==> config.mk <==
export PLATFORM = sky130hd
export DESIGN_NAME = div_arbiter_flat
export DESIGN_NICKNAME = d
export VERILOG_FILES = /design/src/rtl/div_arbiter_if.sv /design/src/rtl/div_arbiter.sv /design/src/flat_wrapper.sv
export SDC_FILE = /design/constraint.sdc
export NUM_CORES = 1
export LEC_CHECK = 0
export ABC_AREA = 1
export CAP_MARGIN = 40
export CORE_MARGIN = 3
export CORE_UTILIZATION = 39
export DETAILED_ROUTE_END_ITERATION = 10
export HOLD_SLACK_MARGIN = 0.06
export PLACE_DENSITY = 0.81
export SYNTH_ARGS = -nofsm -noshare
export SYNTH_HDL_FRONTEND = slang
export SYNTH_SLANG_ARGS = --single-unit
==> constraint.sdc <==
create_clock -name clk -period 1.4 [get_ports clk]
set_input_delay 0.28 -clock clk [delete_from_list [all_inputs] [get_ports clk]]
set_output_delay 0.28 -clock clk [all_outputs]
set_load 0.02 [all_outputs]
==> src/rtl/div_arbiter_if.sv <==
// div_arbiter_if: request/response channels of two requesters plus the shared divider port.
interface div_arbiter_if #(parameter int WIDTH = 4);
  logic req0_valid, req0_ready, req1_valid, req1_ready;
  logic [WIDTH-1:0] req0_a, req0_b, req1_a, req1_b;
  logic resp0_valid, resp0_ready, resp0_err, resp1_valid, resp1_ready, resp1_err;
  logic [WIDTH-1:0] resp0_q, resp0_r, resp1_q, resp1_r;
  logic [WIDTH-1:0] div_a, div_b, div_q, div_r;
  modport master (
    output req0_valid, req0_a, req0_b, req1_valid, req1_a, req1_b,
    output resp0_ready, resp1_ready, div_q, div_r,
    input  req0_ready, req1_ready, resp0_valid, resp0_q, resp0_r, resp0_err,
    input  resp1_valid, resp1_q, resp1_r, resp1_err, div_a, div_b
  );
  modport slave (
    input  req0_valid, req0_a, req0_b, req1_valid, req1_a, req1_b,
    input  resp0_ready, resp1_ready, div_q, div_r,
    output req0_ready, req1_ready, resp0_valid, resp0_q, resp0_r, resp0_err,
    output resp1_valid, resp1_q, resp1_r, resp1_err, div_a, div_b
  );
endinterface

==> src/rtl/div_arbiter.sv <==
// div_arbiter: round-robin sharing of one combinational divider between two requesters.
module div_arbiter #(parameter int WIDTH = 4) (
  input logic clk,
  input logic rst,
  div_arbiter_if.slave bus
);
  typedef enum logic [1:0] {IDLE, CALC, RESP} state_t;
  state_t state;
  logic owner, prio, res_err, grant, accept, done;
  logic [WIDTH-1:0] op_a, op_b, res_q, res_r, sel_a, sel_b;
  always_comb begin
    grant = (bus.req0_valid && bus.req1_valid) ? prio : bus.req1_valid;
    accept = state == IDLE && (bus.req0_valid || bus.req1_valid);
    sel_a = grant ? bus.req1_a : bus.req0_a;
    sel_b = grant ? bus.req1_b : bus.req0_b;
    done = owner ? bus.resp1_ready : bus.resp0_ready;
  end
  assign bus.req0_ready = accept && !grant;
  assign bus.req1_ready = accept && grant;
  assign bus.resp0_valid = state == RESP && !owner;
  assign bus.resp1_valid = state == RESP && owner;
  assign bus.resp0_q = res_q;
  assign bus.resp1_q = res_q;
  assign bus.resp0_r = res_r;
  assign bus.resp1_r = res_r;
  assign bus.resp0_err = res_err;
  assign bus.resp1_err = res_err;
  assign bus.div_a = op_a;
  assign bus.div_b = op_b;
  // Divide-by-zero skips CALC and leaves the divider operands untouched.
  always_ff @(posedge clk or posedge rst) begin
    if (rst) begin
      state <= IDLE;
      owner <= 1'b0;
      prio <= 1'b0;
      op_a <= '0;
      op_b <= '0;
      res_q <= '0;
      res_r <= '0;
      res_err <= 1'b0;
    end else begin
      case (state)
        IDLE: if (accept) begin
          owner <= grant;
          if (sel_b == '0) begin
            res_err <= 1'b1;
            res_q <= '1;
            res_r <= sel_a;
            state <= RESP;
          end else begin
            op_a <= sel_a;
            op_b <= sel_b;
            state <= CALC;
          end
        end
        CALC: begin
          res_q <= bus.div_q;
          res_r <= bus.div_r;
          res_err <= 1'b0;
          state <= RESP;
        end
        RESP: if (done) begin
          prio <= ~owner;
          state <= IDLE;
        end
        default: state <= IDLE;
      endcase
    end
  end
endmodule

==> src/flat_wrapper.sv <==
// flat-port wrapper written by rule: the top's interface ports become plain ports
module div_arbiter_flat 
#(parameter int WIDTH = 4)
  (clk, rst, bus_req0_valid, bus_req0_a, bus_req0_b, bus_req1_valid, bus_req1_a, bus_req1_b, bus_resp0_ready, bus_resp1_ready, bus_div_q, bus_div_r, bus_req0_ready, bus_req1_ready, bus_resp0_valid, bus_resp0_q, bus_resp0_r, bus_resp0_err, bus_resp1_valid, bus_resp1_q, bus_resp1_r, bus_resp1_err, bus_div_a, bus_div_b);
  div_arbiter_if #(.WIDTH(WIDTH)) bus_i ();
  input logic clk;
  input logic rst;
  input wire logic [$bits(bus_i.req0_valid)-1:0] bus_req0_valid;
  input wire logic [$bits(bus_i.req0_a)-1:0] bus_req0_a;
  input wire logic [$bits(bus_i.req0_b)-1:0] bus_req0_b;
  input wire logic [$bits(bus_i.req1_valid)-1:0] bus_req1_valid;
  input wire logic [$bits(bus_i.req1_a)-1:0] bus_req1_a;
  input wire logic [$bits(bus_i.req1_b)-1:0] bus_req1_b;
  input wire logic [$bits(bus_i.resp0_ready)-1:0] bus_resp0_ready;
  input wire logic [$bits(bus_i.resp1_ready)-1:0] bus_resp1_ready;
  input wire logic [$bits(bus_i.div_q)-1:0] bus_div_q;
  input wire logic [$bits(bus_i.div_r)-1:0] bus_div_r;
  output wire logic [$bits(bus_i.req0_ready)-1:0] bus_req0_ready;
  output wire logic [$bits(bus_i.req1_ready)-1:0] bus_req1_ready;
  output wire logic [$bits(bus_i.resp0_valid)-1:0] bus_resp0_valid;
  output wire logic [$bits(bus_i.resp0_q)-1:0] bus_resp0_q;
  output wire logic [$bits(bus_i.resp0_r)-1:0] bus_resp0_r;
  output wire logic [$bits(bus_i.resp0_err)-1:0] bus_resp0_err;
  output wire logic [$bits(bus_i.resp1_valid)-1:0] bus_resp1_valid;
  output wire logic [$bits(bus_i.resp1_q)-1:0] bus_resp1_q;
  output wire logic [$bits(bus_i.resp1_r)-1:0] bus_resp1_r;
  output wire logic [$bits(bus_i.resp1_err)-1:0] bus_resp1_err;
  output wire logic [$bits(bus_i.div_a)-1:0] bus_div_a;
  output wire logic [$bits(bus_i.div_b)-1:0] bus_div_b;
  assign bus_i.req0_valid = bus_req0_valid;
  assign bus_i.req0_a = bus_req0_a;
  assign bus_i.req0_b = bus_req0_b;
  assign bus_i.req1_valid = bus_req1_valid;
  assign bus_i.req1_a = bus_req1_a;
  assign bus_i.req1_b = bus_req1_b;
  assign bus_i.resp0_ready = bus_resp0_ready;
  assign bus_i.resp1_ready = bus_resp1_ready;
  assign bus_i.div_q = bus_div_q;
  assign bus_i.div_r = bus_div_r;
  assign bus_req0_ready = bus_i.req0_ready;
  assign bus_req1_ready = bus_i.req1_ready;
  assign bus_resp0_valid = bus_i.resp0_valid;
  assign bus_resp0_q = bus_i.resp0_q;
  assign bus_resp0_r = bus_i.resp0_r;
  assign bus_resp0_err = bus_i.resp0_err;
  assign bus_resp1_valid = bus_i.resp1_valid;
  assign bus_resp1_q = bus_i.resp1_q;
  assign bus_resp1_r = bus_i.resp1_r;
  assign bus_resp1_err = bus_i.resp1_err;
  assign bus_div_a = bus_i.div_a;
  assign bus_div_b = bus_i.div_b;
  div_arbiter #(.WIDTH(WIDTH)) u_core (.clk(clk), .rst(rst), .bus(bus_i));
endmodule
== Yosys cells after proc, flatten, opt, wreduce, memory -nomap -nowiden ==
Index checks and enable logic that the tools add are counted.

* Bitwise logic cells: 2
* Mux-type cells: 17
* Eq/ne operators: 5
* Reductions and logical operators: 17

{| class="wikitable"
|+ Operator list
! operator !! number
|-
| 4-bit 2-to-1 mux || 6
|-
| 4-bit case mux with 2 select lines || 2
|-
| 1-bit logical AND || 6
|-
| 2-bit 2-to-1 mux || 3
|-
| 2-bit case mux with 3 select lines || 1
|-
| 2-bit AND reduction || 3
|-
| 3-bit AND reduction || 2
|-
| 4-bit zero test || 1
|-
| 1-bit 2-to-1 mux || 4
|-
| 2-bit by 1-bit != test with 1-bit output (second input constant) || 2
|-
| 2-bit by 1-bit == test with 1-bit output (second input constant) || 1
|-
| 2-bit == test (second input constant) || 1
|-
| 1-bit zero test || 2
|-
| 2-bit zero test || 1
|-
| 2-bit != test (second input constant) || 1
|-
| 1-bit NOT || 2
|-
| 1-bit case mux with 2 select lines || 1
|-
| 2-bit nonzero test || 1
|-
| 1-bit logical OR || 1
|}

* Register bits: 21
* Input port bits: 30
* Output and inout port bits: 30

== Logic depth before layout (Yosys ltp) ==
* Depth in word-level cells: 7
* Depth in mapped cells: 11

== Worst setup path before layout ==
No wires, ideal clock.

* Kind: reg2out
* From: reg u_core.prio
* To: out bus_req0_ready
* Buffers on the path: 0
* Arrival time: 1.155 ns
* Path slack: -0.035 ns
* Stages on the path, launching flop included: 6
* Cells stage by stage: dfrtp_1 > inv_1 > nand2_2 > nand2_4 > inv_1 > nor3_1

* Cells in the longest elaborated chain, start to end: 3

{| class="wikitable"
|+ Ends and longest elaborated chain
! item !! RTL line !! source
|-
| start, declared || div_arbiter.sv:9 || <nowiki>logic owner, prio, res_err, grant, accept, done;</nowiki>
|-
| start signal, assigned || div_arbiter.sv:63 || <nowiki>prio <= ~owner;</nowiki>
|-
| 1-bit 2-to-1 mux || div_arbiter.sv:12 || <nowiki>grant = (bus.req0_valid && bus.req1_valid) ? prio : bus.req1_valid;</nowiki>
|-
| 1-bit zero test || div_arbiter.sv:18 || <nowiki>assign bus.req0_ready = accept && !grant;</nowiki>
|-
| 1-bit logical AND || div_arbiter.sv:18 ||
|-
| end, declared || flat_wrapper.sv:18 || <nowiki>output wire logic [$bits(bus_i.req0_ready)-1:0] bus_req0_ready;</nowiki>
|}

No other way between the ends.

== Worst setup path after layout ==
* From: in bus_req1_valid
* To: reg u_core.res_r[2] (netlist: u_core.bus.resp0_r[2])

* Cells in the longest elaborated chain, start to end: 6
* Elaborated cells between the ends (all ways): 13
* Those cells by class: 2 x eq/ne; 6 x mux; 5 x reduce/logical

{| class="wikitable"
|+ Ends and longest elaborated chain
! item !! RTL line !! source
|-
| start, declared || flat_wrapper.sv:11 || <nowiki>input wire logic [$bits(bus_i.req1_valid)-1:0] bus_req1_valid;</nowiki>
|-
| 1-bit logical AND || div_arbiter.sv:12 ||
|-
| 1-bit 2-to-1 mux || div_arbiter.sv:12 ||
|-
| 4-bit 2-to-1 mux, on equally long branches || div_arbiter.sv:15, div_arbiter.sv:14 ||
|-
| 4-bit zero test or 4-bit 2-to-1 mux (tied branches) || div_arbiter.sv:45 || <nowiki>if (sel_b == '0) begin</nowiki>
|-
| 2-bit != test (no source line) or 4-bit 2-to-1 mux (tied branches) || n/a ||
|-
| 3-bit AND reduction (no source line) or 4-bit case mux with 2 select lines (tied branches) || n/a ||
|-
| end signal, assigned || div_arbiter.sv:48 || <nowiki>res_r <= sel_a;</nowiki>
|-
| end signal, assigned || div_arbiter.sv:58 || <nowiki>res_r <= bus.div_r;</nowiki>
|-
| end, declared || div_arbiter.sv:10 || <nowiki>logic [WIDTH-1:0] op_a, op_b, res_q, res_r, sel_a, sel_b;</nowiki>
|}

Several ways; a longest one is shown, not always the timed one. The select of a mux whose other input is x is not followed.
A chain may end at the register's enable or synchronous reset.

==> flow_summary_export.csv <==
group,metric,value,unit
synthesis,synth_cell_type_count,21,
timing,fin_crit_sh,114,%
min_path,min_path_type,"input pin to async pin",
timing,hold_violations,0,
timing,finalSetupViolCount,24,
timing,clock.fmax,626,MHz
critical_path,crit_family,"simple AND/OR/NAND/NOR gates",
power,power.density,2090,nW/um2
critical_path,worst_path_most_repeated_cell,"nor2_1",
synthesis,yosys.area.top_type,"dfrtp_1",
synthesis,synth_edf_count,0,
flow_run,cap_violations,0,
synthesis,synth_fp_nets,185,
clock_tree,cts_buffer_depth,2,
placement,port_buffers,59,
timing,worst_slack,-0.198,ns
timing,rsz0062_at_grt,"true",
synthesis,postSynth.asyncResetShare,100,%
synthesis,ys_top_cells_by_area,"dfrtp_1 45%, nand2_1 17%, nand3_1 8.5%, buf_4 5.7%, nor2_1 4.1%",
cells_and_area,fillers,184,
die,die_y,60.9,um
synthesis,synth_common_cells,"53 x nand2_1, 21 x dfrtp_1, 20 x nand3_1",
synthesis,ys_warn_count,0,
critical_path,end_kind,"flip-flop",
timing,finalCriticalPeriod,1.60,ns
synthesis,avgSynthCellArea,7.60,um2
drt,drc_errors,0,
critical_path,required,1.62,ns
cells_and_area,multi_input_area,753,um2
cells_and_area,fin_util,78.5,%
drt,dr.pass1.iters,4,
drt,wl,4580,um
timing,worst_pin_slew,0.449,ns
clock_tree,cts_max_level,1,
die,core_area,2810,um2
power,ir_drop,989,uV
drt,drt_iter0_drc,72,
clock_tree,worstSkewPairLatency,0.33,ns
synthesis,post-synth-top-count-cell,"nand2_1",
timing,fin_worst_skew,0.00833,ns
die,initial_core_util,42.0,%
drt,via_per_inst,5.38,
cells_and_area,final_cell_area,2200,um2
synthesis,synth_cells,155,
clock_tree,cts_tree,"built",
critical_path,arrival,1.82,ns
cells_and_area,final-seq-area,528,um2
clock_tree,clockRootBuffer,"clkbuf_4",
cells_and_area,drive_above_1_share,42.7,%
timing,maxSlewViolCount,0,
placement,place_congestion,0.762,
critical_path,crit_type,"input pin to flip-flop",
critical_path,crit_chain,"clkdlybuf4s50_1 -> nor2_1 -> buf_4 -> nor2_1 -> nand3_4 -> nand3_2 -> nand2_2",
timing,slew_headroom,69.9,%
grt,antenna_found_initial,0,
grt,grt_util_all_layers,24.0,%
grt,grt_pass1_vias,1392,
synthesis,ys_seq_area_share,44.6,%
placement,dpl.hpwl,2720,um
synthesis,syn_area,1180,um2
critical_path,slowest_delay,0.55,ns
grt,grt_max_degree,22,
clock_tree,clock-sinks,21,
power,p_leak,1.12,nW
die,rows,19,
clock_tree,cts_buffers,3,
synthesis,yosysTopAreaCellShare,44.6,%
critical_path,cp_max_fo,5,
cells_and_area,num-nets-final,272,
die,pin_count,60,
cells_and_area,num_antenna_cells,0,
run_status,violations,"negative setup slack",
critical_path,start_kind,"input pin",
drt,vias,1463,
clock_tree,clk_pin_slew,0.13,ns
critical_path,worstPathBufferInverterCount,2,
die,die-area,3710,um2
grt,grt_pass1_wl,6510,um
cells_and_area,area_delta_synth_final,87.1,%
run_status,status,"complete, but fails checks",
drt,wire_per_inst,16.8,um
die,die_w,60.9,um
grt,overflow,0,
drt,ant_nets,0,
placement,place_area,1890,um2
synthesis,ys_seq_elements,21,
critical_path,slowest_stage,"clkdlybuf4s50_1",
synthesis,ys.flop_type,"dfrtp_1",
==> sequential cells by signal (all words and copies together), names as in the netlist <==
name / flops
u_core.owner: 1
u_core.bus.resp0_err: 1
u_core.bus.div_b: 4
u_core.state: 2
u_core.bus.resp0_q: 4
u_core.prio: 1
u_core.bus.resp0_r: 4
u_core.bus.div_a: 4
==> cell usage in the layout (no fill, tap or decap), types with 4 or more instances in the layout <==
master	synthesis	layout
dlygate4sd2_1	0	18
or2_2	4	4
buf_4	9	31
inv_1	10	6
nor2_2	1	4
nand2_4	3	6
nand3_2	1	16
nand3_1	20	4
inv_2	0	4
dfrtp_1	21	19
clkdlybuf4s15_1	0	6
nand2_1	53	41
clkdlybuf4s50_1	0	29
nand2_2	6	14
nor2_1	13	8
buf_6	0	5
==> layout make-up <==
cell class                 count  share of cell area, %
clock inverter                 1                  0.227
multi-input combinational    114                   34.2
sequential                    21                   24.0
inverter                      11                   2.21
tap                           31                   1.76
timing repair buffer          91                   36.6
clock buffer                   3                   1.02
==> worst reg2reg max path, stage by stage, from the launching register on <==
cell	delay, ns
dfrtp_2	0.49
buf_4	0.17
nor2_2	0.15
inv_2	0.13
buf_4	0.17
a31oi_1	0.24
nand3_2	0.10
nand2_1	0.07
==> kinds of logic after synthesis <==
group	share of synthesized area, %
AND/OR/NAND/NOR	40.5
buffers and inverters	10.2
flip-flops	44.6
AO/OA/AOI/OAI	4.68
==> timing repair <==
| item | 4_1_cts | 5_1_grt |
|---|---|---|
| resized for setup | 81 | 34 |
| buffers inserted | 7 | 4 |
| pin swaps | 6 | 9 |
| hold buffers | 0 | 0 |
| endpoints found under the setup margin | 49 | 31 |
| gates cloned | 2 | 0 |
==> path summary, 6_finish.rpt <==
kind | startpoint | to | slack [ns] | cells after the start
worst max-delay path | bus_req1_valid | u_core.bus.resp0_r[2] | -0.20 | 7
max in group asynchronous | rst | u_core.state[0] | 0.90 | 3
worst max register to register | u_core.state[1] | u_core.bus.resp0_r[3] | -0.19 | 7
min in group clk | u_core.bus.div_b[2] | u_core.bus.div_b[2] | 0.49 | 2
worst min-delay path | rst | u_core.bus.resp0_err | 0.27 | 3
worst min register to register | u_core.bus.div_b[2] | u_core.bus.div_b[2] | 0.49 | 2
==> power by group <==
group          total [mW]  switching [mW]  internal, mW
sequential           1.16           0.248         0.912
clock               0.322           0.215         0.107
combinational        3.13            1.81          1.31
==> layer usage <==
layer  GRT usage (%)  routed length, um  up-vias  part of all wire [%]
met5               0                  0        -                     0
met4            13.6                140        0                   3.1
met3            4.89                258       15                   5.6
met2            40.0               2380       77                    52
met1            28.5               1800      713                    39
li1                -                  -      658                     -
==> metrics by stage <==
step / hold slack (ns) / total power, mW / setup TNS (ns) / std cells / setup slack (ns)
2_1_floorplan: 0.257 / 2.65 / 0 / 155 / 0.131
3_5_place_dp: 0.464 / 3.88 / -10.50 / 255 / -0.592
3_3_place_gp: 0.459 / 3.80 / -9.51 / 255 / -0.573
5_1_grt: 0.279 / 4.90 / -5.02 / 272 / -0.255
4_1_cts: 0.273 / 4.27 / -2.16 / 268 / -0.204
6_report: 0.270 / 4.61 / -3.38 / 272 / -0.198
Power figures use the tool's default switching activity.
